File: src/rtl/operand_fetch.sv
// operand_fetch: decode-to-execute stage feeding the 16-bit ALU.
//
// Holds the architectural register file and a single pipeline register that
// presents ALU operands a/b and select s under a valid/ready handshake.
// Writeback from downstream updates the register file at the rising edge.
//
// Optional feature (macro OPERAND_FETCH_BYPASS_EN):
//   defined   - writeback is forwarded into operands being captured this cycle,
//               and into held operands that were sourced from the written register.
//   undefined - captures read pre-write contents and held operands never change.
//
// Ports:
//   clk, rst                    clock, asynchronous active-high reset
//   in_valid, in_ready          upstream handshake
//   rs1, rs2, imm, use_imm      operand sources (imm replaces rs2 when use_imm=1)
//   alu_sel                     ALU opcode, passed through to s
//   out_valid, out_ready        downstream handshake
//   a, b, s                     registered ALU operands and select
//   wb_en, wb_addr, wb_data     register writeback port
module operand_fetch #(
    parameter int unsigned DATA_W = 16,
    parameter int unsigned NREGS  = 16,
    // Derived from NREGS; not meant to be overridden.
    parameter int unsigned ADDR_W = $clog2(NREGS)
) (
    input  logic              clk,
    input  logic              rst,
    input  logic              in_valid,
    output logic              in_ready,
    input  logic [ADDR_W-1:0] rs1,
    input  logic [ADDR_W-1:0] rs2,
    input  logic [DATA_W-1:0] imm,
    input  logic              use_imm,
    input  logic [3:0]        alu_sel,
    output logic              out_valid,
    input  logic              out_ready,
    output logic [DATA_W-1:0] a,
    output logic [DATA_W-1:0] b,
    output logic [3:0]        s,
    input  logic              wb_en,
    input  logic [ADDR_W-1:0] wb_addr,
    input  logic [DATA_W-1:0] wb_data
);

    logic [DATA_W-1:0] rf_q [NREGS];

    logic              out_valid_q, out_valid_d;
    logic [DATA_W-1:0] a_q, a_d;
    logic [DATA_W-1:0] b_q, b_d;
    logic [3:0]        s_q, s_d;

    logic              capture;
    logic              wb_live;
    logic [DATA_W-1:0] rd_a;
    logic [DATA_W-1:0] rd_b;

`ifdef OPERAND_FETCH_BYPASS_EN
    // Source tracking for the held operation so later writes can be snooped.
    logic [ADDR_W-1:0] a_src_q, a_src_d;
    logic [ADDR_W-1:0] b_src_q, b_src_d;
    logic              b_is_reg_q, b_is_reg_d;
`endif

    // Handshake: depends only on state and out_ready, never on in_valid.
    assign in_ready = !out_valid_q || out_ready;
    assign capture  = in_valid && in_ready;
    // Writes to register 0 are discarded, so they never forward either.
    assign wb_live  = wb_en && (wb_addr != '0);

    // Register file read ports; register 0 is hardwired to zero.
    always_comb begin
        rd_a = (rs1 == '0) ? '0 : rf_q[rs1];
        rd_b = (rs2 == '0) ? '0 : rf_q[rs2];
`ifdef OPERAND_FETCH_BYPASS_EN
        if (wb_live && (wb_addr == rs1)) begin
            rd_a = wb_data;
        end
        if (wb_live && (wb_addr == rs2)) begin
            rd_b = wb_data;
        end
`endif
    end

    // Pipeline register next-state.
    always_comb begin
        out_valid_d = out_valid_q;
        a_d         = a_q;
        b_d         = b_q;
        s_d         = s_q;
`ifdef OPERAND_FETCH_BYPASS_EN
        a_src_d     = a_src_q;
        b_src_d     = b_src_q;
        b_is_reg_d  = b_is_reg_q;
`endif
        if (capture) begin
            out_valid_d = 1'b1;
            a_d         = rd_a;
            b_d         = use_imm ? imm : rd_b;
            s_d         = alu_sel;
`ifdef OPERAND_FETCH_BYPASS_EN
            a_src_d     = rs1;
            b_src_d     = rs2;
            b_is_reg_d  = !use_imm;
`endif
        end else if (in_ready) begin
            // Consumed (or idle) with nothing new: bubble; operands are don't-care.
            out_valid_d = 1'b0;
        end else begin
            // Stalled: hold, except for snooped writeback when bypass is enabled.
`ifdef OPERAND_FETCH_BYPASS_EN
            if (wb_live && (wb_addr == a_src_q)) begin
                a_d = wb_data;
            end
            if (wb_live && b_is_reg_q && (wb_addr == b_src_q)) begin
                b_d = wb_data;
            end
`endif
        end
    end

    always_ff @(posedge clk or posedge rst) begin
        if (rst) begin
            out_valid_q <= 1'b0;
            a_q         <= '0;
            b_q         <= '0;
            s_q         <= '0;
`ifdef OPERAND_FETCH_BYPASS_EN
            a_src_q     <= '0;
            b_src_q     <= '0;
            b_is_reg_q  <= 1'b0;
`endif
        end else begin
            out_valid_q <= out_valid_d;
            a_q         <= a_d;
            b_q         <= b_d;
            s_q         <= s_d;
`ifdef OPERAND_FETCH_BYPASS_EN
            a_src_q     <= a_src_d;
            b_src_q     <= b_src_d;
            b_is_reg_q  <= b_is_reg_d;
`endif
        end
    end

    // Register file storage.
    always_ff @(posedge clk or posedge rst) begin
        if (rst) begin
            for (int i = 0; i < int'(NREGS); i++) begin
                rf_q[i] <= '0;
            end
        end else if (wb_live) begin
            rf_q[wb_addr] <= wb_data;
        end
    end

    assign out_valid = out_valid_q;
    assign a         = a_q;
    assign b         = b_q;
    assign s         = s_q;

endmodule

File: config.mk
export PLATFORM = sky130hd
export DESIGN_NAME = operand_fetch
export DESIGN_NICKNAME = d
export VERILOG_FILES = /design/src/rtl/operand_fetch.sv
export SDC_FILE = /design/constraint.sdc
export NUM_CORES = 1
export LEC_CHECK = 0
export ABC_CLOCK_PERIOD_IN_PS = 20500
export CORE_MARGIN = 8
export CORE_UTILIZATION = 65
export CTS_CLUSTER_SIZE = 25
export DETAILED_ROUTE_END_ITERATION = 10
export PLACE_DENSITY = 0.9
export SLEW_MARGIN = 20
export SYNTH_ARGS = -nofsm -noshare
export SYNTH_HDL_FRONTEND = slang
export SYNTH_SLANG_ARGS = --single-unit
File: constraint.sdc
create_clock -name clk -period 20.5 [get_ports clk]
set_input_delay 2.05 -clock clk [delete_from_list [all_inputs] [get_ports clk]]
set_output_delay 2.05 -clock clk [all_outputs]
set_load 0.1 [all_outputs]
==> results.toml, run 1 <==
[run_status]
status = "complete, no violations"

[floorplan]
rows = 56
die_h_um = 168.6
pin_count = 92
die_w_um = 168.6
initial_core_util_pct = 65.30
core-area_sq_um = 23190
die_area_sq_um = 28440

[synthesis]
syn-num-nets = 1145
ys_warn_count = 0
netlist_instances = 1091
synth_ff_type = "dfrtp_1"
yosysSeqAreaShare_pct = 48.41
avgSynthCellArea_sq_um = 13.88
ys_async_sr_fraction_pct = 100.0
synth_edf_count = 0
syn_area_sq_um = 15140
synth_cell_types = 33
synth-seq-cells = 293

[sta]
fmaxAchievable_mhz = 165.5
worst-slew-pin-transition_ns = 1.201
period_minus_slack_ns = 6.042
skew_ns = 0.01074
maxSlewViolCount = 0
max-slew-margin-rel_pct = 19.87
timing.final.crit_share_pct = 29.47
setup_tns_ns = 0
setup_viol = 0
grt_setup_unrepaired = "false"
final-hold-violation-count = 0

[clock_tree]
post_cts_buffers = 0
cts_buffers = 29
ctsRootBufferMaster = "clkbuf_16"
htree_levels = 1
cts.sink_count = 293
clockBufferDepth = 3
clk_pin_slew_ns = 0.06
hold_buffers = 0
cts_tree = "built"
cts_resized = 0
clkLatencyLatePin_ns = 0.56

[pwr]
ir_drop_mv = 0.07799
comb_power_share_pct = 26.9
power_density_nw_per_um2 = 106.5
p_switching_w = 0.0005844
sw_frac_of_total_pct = 32.36
p_int_w = 0.001222
seq_power_share_pct = 44.4
design_power_total_w = 0.001806
clkPwrFrac_pct = 28.7
power_leakage_nw = 7.202

[route]
drt-pass1-iter-count = 5
viasPerCell = 6.956
wl_per_cell_um = 27.46
drt_iter0_markers = 1023
drt.antenna.violating_nets = 0
drc = 0
route.vias.total = 10100
wl_um = 39880

[global_route]
grt.overflow.total = 0
first_global_vias = 10560
antenna_found_initial = 0
grt_max_degree = 155
grt_pass1_wl_um = 62320
track_usage_pct = 28.38

[worst_setup_path]
critPathKind = "input pin to primary output"
start_kind = "input pin"
worst_ep_arrival_time_ns = 3.99
cp.required_ns = 18.45
end_kind = "primary output"
cp_max_fo = 20
ff2ff_setup_slack_ns = 18.27

[layout]
drive_gt1_share_pct = 33.72
multi_input_area_sq_um = 7284
layout_common_cells = "293 x dfrtp_1, 245 x mux2_2, 128 x mux2i_1, 87 x clkdlybuf4s50_1, 64 x mux4_2"
register_area_sq_um = 7332
nFillCells = 1412
diodes = 0
syn_to_final_growth_pct = 12.00
nets = 1167
mostFrequentLayoutCell = "dfrtp_1"

[hold_path]
hold_class = "register to register"

[placed_design]
dp_hpwl_um = 24420
gp_congestion = 0.8968
port_buffers = 91

[flow_run]
max_cap_viol_count = 0
-- flip-flops by register name, summed over array words and instances, names as in the netlist --
| register | flops |
|---|---|
| rf_q | 256 |
| b | 16 |
| s | 4 |
| out_valid | 1 |
| a | 16 |
-- worst max-delay path, stage by stage --
cell             delay, ns
clkdlybuf4s50_1       0.44
nand2b_1              0.09
buf_4                 0.23
clkdlybuf4s50_1       1.18
-- power by group through the flow --
stage	logic (W)	clock network [W]	registers (W)
2_1_floorplan	0.000271	0	0.000877
3_3_place_gp	0.000464	0	0.000791
3_5_place_dp	0.000479	0	0.000805
4_1_cts	0.000484	0.000521	0.000798
5_1_grt	0.000512	0.000546	0.000816
6_report	0.000486	0.000518	0.000802
-- final timing paths --
path,from,end,depth (start not counted)
max in group asynchronous,rst,rf_q[116],3
worst min register to register,rf_q[250],rf_q[250],0
worst max-delay path,out_ready,in_ready,4
worst min-delay path,rf_q[250],rf_q[250],0
min in group asynchronous,rst,rf_q[236],2
worst max register to register,out_valid,a[5],6
-- layout make-up --
cell class | instances | area share (%)
tap | 319 | 2.353
multi-input combinational | 683 | 42.94
inverter | 1 | 0.06639
sequential | 293 | 43.22
clock buffer | 42 | 4.979
clock inverter | 9 | 0.4352
timing repair buffer | 105 | 5.997
-- logic make-up (layout without fill, tap and decap cells) --
logic type,Yosys count,in the layout,share of synthesized area (%)
buffers and inverters,115,157,3.767
and+or+nand+nor,71,71,2.842
AOI/OAI and AO/OA,144,144,6.477
muxes,468,468,38.50
DFF,293,293,48.41
-- per-layer routing --
metal	vias up	GRT usage (%)	share of wire [%]
li1	4206	-	-
met1	5266	37.34	40
met2	498	45.30	48
met3	130	5.241	8.1
met4	0	13.47	3.9
met5	-	0	0
-- cells in the mapped netlist, types with 11 or more instances --
library cell | n | area, sq um
nor2_1 | 11 | 41.29
buf_2 | 40 | 200.2
a22o_1 | 16 | 140.1
mux2_2 | 245 | 2759
a22oi_1 | 32 | 240.2
o22ai_1 | 16 | 100.1
mux2i_1 | 128 | 1281
or3_1 | 21 | 131.4
a32oi_1 | 16 | 140.1
o21ai_0 | 14 | 70.07
mux2_1 | 31 | 349.1
dfrtp_1 | 293 | 7332
o211ai_1 | 16 | 120.1
a21oi_1 | 32 | 160.2
mux4_2 | 64 | 1441
clkbuf_1 | 61 | 229.0
or4_1 | 16 | 120.1
-- metrics by stage --
step                cell area, sq um  utilization [%]  setup slack, ns  instances  hold WS, ns
finish                         16960            73.14            14.46       1452       0.3960
global placement               16020            69.09            14.44       1401       0.3763
CTS                            16940            73.05            14.46       1452       0.3978
floorplan                      15140                -            10.36       1091       0.4413
global route                   16960            73.14            14.41       1452       0.4078
detailed placement             16020            69.09            14.46       1401       0.3836
(Power assumes the default switching activity.)
==> run 2: changes to the inputs <==
--- a/config.mk
+++ b/config.mk
@@ -5,12 +5,12 @@
 export SDC_FILE = /design/constraint.sdc
 export NUM_CORES = 1
 export LEC_CHECK = 0
-export ABC_CLOCK_PERIOD_IN_PS = 20500
+export ABC_CLOCK_PERIOD_IN_PS = 5700
 export CORE_MARGIN = 8
-export CORE_UTILIZATION = 65
+export CORE_UTILIZATION = 60
 export CTS_CLUSTER_SIZE = 25
 export DETAILED_ROUTE_END_ITERATION = 10
-export PLACE_DENSITY = 0.9
+export PLACE_DENSITY = 0.84
 export SLEW_MARGIN = 20
 export SYNTH_ARGS = -nofsm -noshare
 export SYNTH_HDL_FRONTEND = slang
==> constraint.sdc (replaced) <==
create_clock -name clk -period 5.7 [get_ports clk]
set_input_delay 0.57 -clock clk [delete_from_list [all_inputs] [get_ports clk]]
set_output_delay 0.57 -clock clk [all_outputs]
set_load 0.1 [all_outputs]
==> run 2 against run 1 <==
Hold slack worse by 0.079 ns. Via count is 1.4% higher. First-iteration DRC count is 20% higher. Highest routed layer unchanged. Clock skew is 0.0029 ns higher. Non-clock buffer count is 5 higher. Sequential power grew to 3.6 times the previous value. Critical path depth is 1 lower. Sequential share of layout area is 0.41 points lower. Final cell count is 1.5% higher. Setup slack worse by 12 ns. Clock-buffer cell count is 1 higher. Power grew to 3.7 times the previous value.
==> results.toml, run 2 (synthesized netlist as in run 1, its figures left out) <==
[run_status]
status = "complete, no violations"

[worst_setup_path]
crit_family = "buffers and inverters"
critPathKind = "input pin to primary output"
reg2reg_depth = 5
cpPeakStageDelay_ns = 1.14
ff2ff_setup_slack_ns = 3.60
end_kind = "primary output"
slowest_stage = "clkdlybuf4s50_1"
critical_path_depth = 3
worst_ep_arrival_time_ns = 2.29
cp_cell_sequence = "clkdlybuf4s50_1, nand2b_1, clkdlybuf4s50_1"
cp_common_cell = "clkdlybuf4s50_1"
r2r-start = "out_valid"
endpoint = "in_ready"
cp_max_fo = 2
worstPathBufferInverterCount = 2
r2r_end = "a[5]"
crit_start = "out_ready"
start_kind = "input pin"
cp.required_ns = 5.13

[sta]
maxSlewViolCount = 0
period_minus_slack_ns = 2.863
setup_tns_ns = 0
max-slew-margin-rel_pct = 19.16
skew_ns = 0.01360
final-hold-violation-count = 0
setup_viol = 0
hold_slack_ns = 0.3169
timing.final.crit_share_pct = 50.22
worst-slew-pin-transition_ns = 1.211
grt_setup_unrepaired = "false"
fmaxAchievable_mhz = 349.3

[layout]
largest_reg_flops = 256
drive_gt1_share_pct = 34.79
syn_to_final_growth_pct = 13.08
nets = 1174
layout_common_cells = "293 x dfrtp_1, 245 x mux2_2, 128 x mux2i_1, 87 x clkdlybuf4s50_1, 64 x mux4_2"
mostFrequentLayoutCell = "dfrtp_1"
top_register = "rf_q"
diodes = 0
finalCoreUtilization_pct = 68.60
multi_input_area_sq_um = 7279
fin_cells = 1474
register_area_sq_um = 7332
nFillCells = 1722

[placed_design]
gp_congestion = 0.8815
placedCellCount = 1417
dp_hpwl_um = 25990
port_buffers = 91

[clock_tree]
ctsRootBufferMaster = "clkbuf_16"
hold_buffers = 0
clockBufferDepth = 3
htree_levels = 1
clk_pin_slew_ns = 0.06
cts_resized = 0
cts_buffers = 31
cts.sink_count = 293
clkLatencyLatePin_ns = 0.56
post_cts_buffers = 0
cts_tree = "built"

[global_route]
grt_pass1_wl_um = 64180
grt_max_degree = 190
grt.overflow.total = 0
first_global_vias = 10762
antenna_found_initial = 0
track_usage_pct = 26.98

[pwr]
ir_drop_mv = 0.2204
power_leakage_nw = 7.275
power_density_nw_per_um2 = 390.3

[floorplan]
core-area_sq_um = 24960
die_area_sq_um = 30580
die_w_um = 174.9
die_h_um = 174.9
pin_count = 92
rows = 58
initial_core_util_pct = 60.67

[route]
drt-pass1-iter-count = 5
drt.antenna.violating_nets = 0
route.vias.total = 10244
drc = 0
wl_per_cell_um = 28.05
wl_um = 41350
drt_iter0_markers = 1224
viasPerCell = 6.950

[hold_path]
hold_class = "input pin to async pin"

[flow_run]
max_cap_viol_count = 0
## run 2: layer usage
metal / GRT usage [%] / share of wire [%]
met4: 12.08 / 4.3
met2: 43.15 / 48
met3: 4.813 / 7.7
met1: 35.67 / 40
met5: 0 / 0
## run 2: worst register-to-register path, stage by stage, from the launching register on
cell and delay, ns:
dfrtp_1 0.38, nand2b_1 0.10, buf_4 0.29, and3_1 0.85
a32oi_1 0.26, o21ai_0 0.14
## run 2: power breakdown
group	total, W	switching [W]	internal [W]
logic	0.00176	0.000963	0.000798
clock network	0.00204	0.000839	0.00120
registers	0.00288	0.000354	0.00253
total	0.00668	0.00216	0.00453
## run 2: worst min-delay path by stage
stage	start	end	slack, ns	depth (start not counted)
floorplan	rf_q[240]	rf_q[240]	0.44	1
global placement	rf_q[243]	rf_q[243]	0.38	0
detailed placement	rf_q[240]	rf_q[240]	0.38	0
CTS	rst	rf_q[252]	0.31	2
global route	rst	rf_q[252]	0.34	2
finish	rst	rf_q[252]	0.32	2
## run 2: final cells by class
type	count	area share (%)
timing repair buffer	110	6.159
sequential	293	42.81
inverter	1	0.04384
tap	330	2.411
multi-input combinational	683	42.51
clock buffer	43	5.319
clock inverter	14	0.7452
## run 2: per-stage QoR
step           setup WS, ns  cell area, sq um  power (W)
6_report              2.837             17130   0.006684
5_1_grt               2.823             17130   0.006924
4_1_cts               2.839             17120   0.006681
3_5_place_dp          2.545             16080   0.004646
3_3_place_gp          2.618             16070   0.004563
2_1_floorplan         1.241             15150   0.004132
==> run 3: changes to the inputs <==
--- a/config.mk
+++ b/config.mk
@@ -5,7 +5,7 @@
 export SDC_FILE = /design/constraint.sdc
 export NUM_CORES = 1
 export LEC_CHECK = 0
-export ABC_CLOCK_PERIOD_IN_PS = 5700
+export ABC_CLOCK_PERIOD_IN_PS = 2900
 export CORE_MARGIN = 8
 export CORE_UTILIZATION = 60
 export CTS_CLUSTER_SIZE = 25
==> constraint.sdc (replaced) <==
create_clock -name clk -period 2.9 [get_ports clk]
set_input_delay 0.29 -clock clk [delete_from_list [all_inputs] [get_ports clk]]
set_output_delay 0.29 -clock clk [all_outputs]
set_load 0.1 [all_outputs]
==> run 3 against run 2 <==
Clock power rose by 110%. Non-clock buffer count is 30 higher. Sequential power up 96%. Flip-flop and latch count unchanged. Setup slack lost 1.9 ns. Sequential share of layout area fell by 0.75 points.
==> results.toml, run 3 (synthesized netlist as in run 1, its figures left out) <==
[route]
drt.antenna.violating_nets = 0
viasPerCell = 6.633
drc = 0
wl_per_cell_um = 26.76
drt_iter0_markers = 1018
route.vias.total = 9976
wl_um = 40250
drt-pass1-iter-count = 5

[placed_design]
port_buffers = 91
post_dp_cell_area_sq_um = 16310
gp_congestion = 0.8868
dp_hpwl_um = 26830

[global_route]
first_global_vias = 10521
grt_pass1_wl_um = 62820
met3_usage_pct = 4.187
grt_max_degree = 77
antenna_found_initial = 0
grt.busiest_layer = "met2"
met2_usage_pct = 42.30
grt.overflow.total = 0
use_met1_pct = 35.77
track_usage_pct = 26.41

[layout]
syn_to_final_growth_pct = 15.09
largest_reg_flops = 256
drive_gt1_share_pct = 39.52
fin_area_sq_um = 17430
layout_common_cells = "293 x dfrtp_1, 245 x mux2_2, 128 x mux2i_1, 78 x buf_4, 64 x mux4_2"
finalCoreUtilization_pct = 69.82
diodes = 0
mostFrequentLayoutCell = "dfrtp_1"
top_register = "rf_q"
nets = 1204

[pwr]
ir_drop_mv = 0.4170
power_leakage_nw = 7.536
power_density_nw_per_um2 = 766.5

[floorplan]
die_area_sq_um = 30580
pin_count = 92
core-area_sq_um = 24960
rows = 58
die_h_um = 174.9
die_w_um = 174.9
initial_core_util_pct = 60.67

[clock_tree]
htree_levels = 1
clockBufferDepth = 3
hold_buffers = 0
ctsRootBufferMaster = "clkbuf_16"
cts_buffers = 31
cts.sink_count = 293
cts_resized = 0
clkLatencyLatePin_ns = 0.56
cts_tree = "built"
post_cts_buffers = 0
clk_pin_slew_ns = 0.06

[sta]
grt_setup_unrepaired = "false"
setup_viol = 0
maxSlewViolCount = 0
period_minus_slack_ns = 1.959
skew_ns = 0.01385
hold_slack_ns = 0.1534
fmaxAchievable_mhz = 510.4
final-hold-violation-count = 0
worst-slew-pin-transition_ns = 0.9909
max-slew-margin-rel_pct = 33.69
timing.final.crit_share_pct = 67.56

[flow_run]
max_cap_viol_count = 0

[hold_path]
hold_class = "input pin to async pin"

[worst_setup_path]
cp_max_fo = 10
r2r_end = "a[12]"
reg2reg_depth = 4
ff2ff_setup_slack_ns = 1.12
endpoint = "b[9]"
end_kind = "register"
worst_ep_arrival_time_ns = 2.38
critPathKind = "input pin to register"
start_kind = "input pin"
crit_start = "rs2[2]"
cp.required_ns = 3.32
r2r-start = "out_valid"

[run_status]
status = "complete, no violations"
run 3: cell type report:
| type | instances | area (sq um) |
|---|---|---|
| timing repair buffer | 140 | 1297 |
| multi-input combinational | 683 | 7264 |
| tap | 330 | 412.9 |
| fill | 1702 | 7533 |
| clock buffer | 46 | 952.2 |
| sequential | 293 | 7332 |
| inverter | 1 | 7.507 |
| clock inverter | 11 | 163.9 |
run 3: layer usage:
metal / wire, um / vias to the layer above / part of all wire (%)
met1: 16400 / 5205 / 41
met2: 19580 / 405 / 49
met3: 2882 / 92 / 7.2
met4: 1391 / 0 / 3.5
met5: 0 / - / 0
li1: - / 4274 / -
run 3: worst min path at each step:
stage | end | slack [ns]
6_report | rf_q[140] | 0.15
5_1_grt | rf_q[140] | 0.18
4_1_cts | rf_q[140] | 0.15
3_5_place_dp | rf_q[254] | 0.38
3_3_place_gp | rf_q[244] | 0.38
2_1_floorplan | s[0] | 0.44
run 3: where the power goes:
part           leakage (nW)  internal (W)  switching (W)
Clock                 0.548       0.00261        0.00166
Sequential             3.61       0.00497       0.000675
Combinational          3.38       0.00156        0.00188
run 3: worst max-delay path, stage by stage:
cell and delay [ns]:
clkdlybuf4s50_1 0.62, nor2b_1 0.82, buf_4 0.30, a22o_1 0.14
or4_1 0.11, o211ai_1 0.09
run 3: metrics by stage:
step | cells | setup slack (ns) | power (W) | TNS [ns]
finish | 1504 | 0.9408 | 0.01336 | 0
global route | 1504 | 0.8873 | 0.01385 | 0
CTS | 1504 | 1.008 | 0.01335 | 0
detailed placement | 1447 | 0.4299 | 0.009105 | 0
global placement | 1447 | 0.4384 | 0.008938 | 0
floorplan | 1091 | -1.279 | 0.008121 | -374.79
